===== src/rtl/hammu_hamnhan_core.sv =====
// rtl/hammu_hamnhan_core.sv - iterative shift-add multiply / exponent engine.
// Define HAMMU_EXP_EN to compile in exponent mode (sel_in=1); otherwise every start multiplies.
module hammu_hamnhan_core #(
  parameter int DATA_W = 16,
  parameter int P_W    = 32
) (
  input  logic              S_AXI_ACLK,
  input  logic              S_AXI_ARESET,
  input  logic [DATA_W-1:0] a_in,
  input  logic [DATA_W-1:0] b_in,
  input  logic              sel_in,
  input  logic              start,
  output logic [P_W-1:0]    p_out,
  output logic              done,
  output logic              busy,
  output logic              ovf
);

  localparam int CNT_W = (DATA_W > 1) ? $clog2(DATA_W) : 1;

  typedef enum logic [1:0] {IDLE, MUL, ACC} state_t;

  state_t            state_q, state_d;
  logic [P_W-1:0]    acc_q, acc_d;
  logic [P_W-1:0]    mcand_q, mcand_d;
  logic [P_W-1:0]    p_q, p_d;
  logic [DATA_W-1:0] mplr_q, mplr_d;
  logic [CNT_W-1:0]  cnt_q, cnt_d;
  logic              done_q, done_d;
  logic              busy_q, busy_d;
  logic              ovf_q, ovf_d;
  logic [P_W:0]      sum;

`ifdef HAMMU_EXP_EN
  logic [DATA_W-1:0] base_q, base_d;
  logic [DATA_W-1:0] iter_q, iter_d;
`else
  logic unused_sel;
  assign unused_sel = sel_in;
`endif

  assign sum = {1'b0, acc_q} + {1'b0, mcand_q};

  always_comb begin
    state_d = state_q;
    acc_d   = acc_q;
    mcand_d = mcand_q;
    mplr_d  = mplr_q;
    cnt_d   = cnt_q;
    p_d     = p_q;
    done_d  = done_q;
    busy_d  = busy_q;
    ovf_d   = ovf_q;
`ifdef HAMMU_EXP_EN
    base_d  = base_q;
    iter_d  = iter_q;
`endif
    case (state_q)
      IDLE: begin
        if (start) begin
          done_d  = 1'b0;
          ovf_d   = 1'b0;
          busy_d  = 1'b1;
          acc_d   = '0;
          mcand_d = P_W'(a_in);
          mplr_d  = b_in;
          cnt_d   = '0;
          state_d = MUL;
`ifdef HAMMU_EXP_EN
          base_d  = a_in;
          iter_d  = DATA_W'(1);
          if (sel_in) begin
            // A^0 completes on the start edge without entering the datapath.
            if (b_in == '0) begin
              p_d     = P_W'(1);
              done_d  = 1'b1;
              busy_d  = 1'b0;
              state_d = IDLE;
            end else begin
              iter_d = b_in;
              mplr_d = DATA_W'(1);
            end
          end
`endif
        end
      end

      MUL: begin
        if (mplr_q[0]) begin
          acc_d = sum[P_W-1:0];
          if (sum[P_W]) ovf_d = 1'b1;
        end
        if (mcand_q[P_W-1] && (mplr_q[DATA_W-1:1] != '0)) ovf_d = 1'b1;
        mcand_d = mcand_q << 1;
        mplr_d  = mplr_q >> 1;
        cnt_d   = cnt_q + 1'b1;
        if (cnt_q == CNT_W'(DATA_W - 1)) state_d = ACC;
      end

      ACC: begin
`ifdef HAMMU_EXP_EN
        // Another power step: feed the truncated partial result back as multiplier.
        if (iter_q != DATA_W'(1)) begin
          iter_d  = iter_q - 1'b1;
          acc_d   = '0;
          mcand_d = P_W'(base_q);
          mplr_d  = acc_q[DATA_W-1:0];
          cnt_d   = '0;
          if ((acc_q >> DATA_W) != '0) ovf_d = 1'b1;
          state_d = MUL;
        end else
`endif
        begin
          p_d     = acc_q;
          done_d  = 1'b1;
          busy_d  = 1'b0;
          state_d = IDLE;
        end
      end

      default: state_d = IDLE;
    endcase
  end

  always_ff @(posedge S_AXI_ACLK or posedge S_AXI_ARESET) begin
    if (S_AXI_ARESET) begin
      state_q <= IDLE;
      acc_q   <= '0;
      mcand_q <= '0;
      mplr_q  <= '0;
      cnt_q   <= '0;
      p_q     <= '0;
      done_q  <= 1'b0;
      busy_q  <= 1'b0;
      ovf_q   <= 1'b0;
`ifdef HAMMU_EXP_EN
      base_q  <= '0;
      iter_q  <= '0;
`endif
    end else begin
      state_q <= state_d;
      acc_q   <= acc_d;
      mcand_q <= mcand_d;
      mplr_q  <= mplr_d;
      cnt_q   <= cnt_d;
      p_q     <= p_d;
      done_q  <= done_d;
      busy_q  <= busy_d;
      ovf_q   <= ovf_d;
`ifdef HAMMU_EXP_EN
      base_q  <= base_d;
      iter_q  <= iter_d;
`endif
    end
  end

  assign p_out = p_q;
  assign done  = done_q;
  assign busy  = busy_q;
  assign ovf   = ovf_q;

endmodule


===== config.mk =====
export PLATFORM = sky130hd
export DESIGN_NAME = hammu_hamnhan_core
export DESIGN_NICKNAME = d
export VERILOG_FILES = /design/src/rtl/hammu_hamnhan_core.sv
export SDC_FILE = /design/constraint.sdc
export NUM_CORES = 1
export LEC_CHECK = 0
export CAP_MARGIN = 20
export CORE_ASPECT_RATIO = 1.2
export CORE_MARGIN = 1.5
export CORE_UTILIZATION = 45
export CTS_CLUSTER_DIAMETER = 50
export DETAILED_ROUTE_END_ITERATION = 8
export HOLD_SLACK_MARGIN = 0.06
export MAX_ROUTING_LAYER = met4
export PLACE_DENSITY = 0.66
export SLEW_MARGIN = 10
export SYNTH_ARGS = -nofsm -noshare
export SYNTH_HDL_FRONTEND = slang
export SYNTH_SLANG_ARGS = --single-unit

===== constraint.sdc =====
create_clock -name S_AXI_ACLK -period 4.01 [get_ports S_AXI_ACLK]
set_input_delay 0.401 -clock S_AXI_ACLK [delete_from_list [all_inputs] [get_ports S_AXI_ACLK]]
set_output_delay 0.401 -clock S_AXI_ACLK [all_outputs]
set_load 0.01 [all_outputs]

==> run_results.csv <==
group,metric,value,unit
status,outcome,"completed",
cts,cts_setup_buffers,0,
timing,finalSetupTns,0,ns
floorplanning,num_rows,47,
layout,nNetsFinal,793,
cts,postCtsResizedCells,0,
floorplanning,io_pins,71,
grt,grt_max_degree,70,
setup_path,crit_path_end_kind,"register",
synthesis,ys_seq_elements,121,
place,port_buffers,69,
grt,antenna_found_initial,0,
layout,fin_util,56.4,%
grt,gr-total-overflow,0,
cts,cts_buffers,17,
synthesis,ys_warn_count,0,
timing,max_freq,342,MHz
synthesis,ys.flop_type,"dfrtp_1",
floorplanning,die_area,14800,sq um
place,place_ws,1.06,ns
synthesis,synth_edf_count,0,
layout,n_fill_cell,1168,
cts,clock_sinks,121,
setup_path,start_kind,"register",
layout,drive_above_1_share,11.0,%
cts,clk_pin_slew,0.05,ns
setup_path,required,4.35,ns
detailed_routing,drt-vias-per-instance,5.57,
worst_hold_path,hold_class,"register to register",
timing,finalCritPeriodShare,72.9,%
floorplanning,core_area,13800,sq um
synthesis,syn-mean-instance-area,9.56,sq um
timing,rsz0062_at_grt,"no",
floorplanning,start_util,46.0,%
timing,worst_slew_pin_slew,1.04,ns
setup_path,critical_path.max_fanout,3,
setup_path,critical_path_class,"register to register",
synthesis,yosysUniqueCellTypes,51,
detailed_routing,num_vias,5045,
timing,setup_viol,0,
place,gp_congestion,0.885,
setup_path,worstPathArrival,3.26,ns
timing,skew,0.00831,ns
detailed_routing,first_pass_iters,5,
cts,clk_latency,0.42,ns
power,powerDensity,878,nW/um^2
run,max-cap-violations,0,
cts,cts_hold_buf,0,
grt,grt_pass1_wl,25600,microns
cts,cts_root_buffer,"clkbuf_16",
grt,grt_pass1_vias,5326,
timing,setup_ws,1.09,ns
layout,n_antenna_cell,0,
timing,relSlewSlack,30.6,%
floorplanning,die_w,111,microns
synthesis,syn_inst,665,
detailed_routing,route.detailed.drc,0,
synthesis,yosysSeqAreaShare,47.6,%
detailed_routing,drt_wl_total,14600,microns
grt,grt_util_all_layers,22.1,%
detailed_routing,wl_per_cell,16.2,microns
synthesis,synth_fp_nets,735,
floorplanning,die_h,133,microns
cts,cts_tree,"yes",
power,leakage,3.50,nW
detailed_routing,drt_iter0_drc,215,
timing,period_needed,2.92,ns
detailed_routing,drtAntennaViolNets,0,
place,dpl.hpwl,10400,microns
synthesis,async_reset_ff_share,100,%
layout,syn_to_final_growth,22.6,%
synthesis,syn_area,6350,sq um
cts,cts_buffer_depth,2,
cts,cts.htree.levels,4,
timing,slew_viol_final,0,
timing,finalHoldViolations,0,
power,peakVddDrop,0.000399,V
-- worst max-delay path, stage by stage, from the launching register on --
cell	delay, ns
dfrtp_1	0.39
ha_1	0.23
fa_1	0.41
a21oi_1	0.26
o211ai_1	0.15
a21oi_1	0.24
a21oi_1	0.10
o21ai_0	0.46
o21ai_0	0.26
xnor2_1	0.17
o21ai_0	0.17
-- path summary, 6_finish.rpt --
check,startpoint,end,slack (ns),cells after the start
setup reg to reg,acc_q[0],acc_q[26],1.09,10
min in group asynchronous,S_AXI_ARESET,mcand_q[27],0.52,2
hold / removal,done,done,0.49,1
hold reg to reg,done,done,0.49,1
setup / recovery,acc_q[0],acc_q[26],1.09,10
max in group asynchronous,S_AXI_ARESET,p_out[27],2.58,3
-- layout make-up --
cell class / instances / area, sq um / area share [%]
inverters: 9 / 36.3 / 0.466
repair buffers: 76 / 743 / 9.54
clock buffers: 24 / 502 / 6.44
flip-flops and latches: 121 / 3030 / 38.9
well taps: 171 / 214 / 2.75
multi-input cells: 498 / 3180 / 40.8
clock inverters: 7 / 90.1 / 1.16
-- per-stage QoR --
stage | hold WS (ns) | cells | instance area (sq um) | power [mW]
after floorplan | 0.460 | 665 | 6350 | 4.34
after global placement | 0.485 | 875 | 7200 | 5.26
after detailed placement | 0.487 | 875 | 7200 | 5.35
after CTS | 0.502 | 906 | 7790 | 6.90
after global routing | 0.516 | 906 | 7790 | 7.43
final | 0.493 | 906 | 7790 | 6.84
-- routing by layer --
metal	track usage [%]	vias up	routed length [microns]
li1	-	2482	-
met1	26.2	2455	6450
met2	37.6	90	7470
met3	4.87	18	488
met4	7.24	0	235
met5	-	-	0
-- Yosys cell counts, types with 3 or more instances --
library cell / n / area share [%]
a31oi_1: 3 / 0.30
o211ai_1: 4 / 0.47
and2_1: 5 / 0.49
o21bai_1: 4 / 0.47
xnor2_1: 14 / 1.9
nand2_1: 161 / 9.5
o21ai_0: 68 / 5.4
nor4_1: 4 / 0.39
a21oi_1: 31 / 2.4
a21o_1: 19 / 2.2
mux2_2: 32 / 5.7
a211oi_1: 3 / 0.35
ha_1: 33 / 6.5
dfrtp_1: 121 / 48
o21a_1: 3 / 0.35
nand2b_1: 4 / 0.39
inv_1: 9 / 0.53
nand3_1: 6 / 0.47
clkbuf_1: 34 / 2.0
nor2_1: 16 / 0.95
xor2_1: 14 / 1.9
a22oi_1: 30 / 3.5
nand4_1: 9 / 0.89
nor3_1: 3 / 0.24
a22o_1: 3 / 0.41
-- cell usage in the layout (no fill, tap or decap), types with 17 or more instances in the layout --
cell | netlist | routed
a21o_1 | 19 | 19
ha_1 | 33 | 33
clkdlybuf4s50_1 | 0 | 69
a22oi_1 | 30 | 30
nand2_1 | 161 | 161
clkbuf_16 | 0 | 17
a21oi_1 | 31 | 31
mux2_2 | 32 | 32
o21ai_0 | 68 | 68
dfrtp_1 | 121 | 121
-- power breakdown --
part,total [mW],internal (mW),switching [mW],leakage [nW]
clock,1.52,0.989,0.535,0.288
sequential,2.17,1.76,0.407,1.48
combinational,3.15,1.39,1.76,1.73
-- kinds of logic after synthesis --
group,count (synthesis),share of synthesized area (%)
simple gates,216,14.2
buf+inv,46,2.74
xor+xnor,28,3.86
flops,121,47.6
compound gates,188,19.1
fa+ha+maj,34,6.81
mux,32,5.67
-- sequential cells by signal, summed over array words and instances, names as in the netlist --
| signal | flops |
|---|---|
| acc_q | 32 |
| busy | 1 |
| cnt_q | 4 |
| done | 1 |
| mcand_q | 32 |
| mplr_q | 16 |
| ovf | 1 |
| p_out | 32 |
| state_q | 2 |
Note: power is estimated with default switching activity, not from simulation.
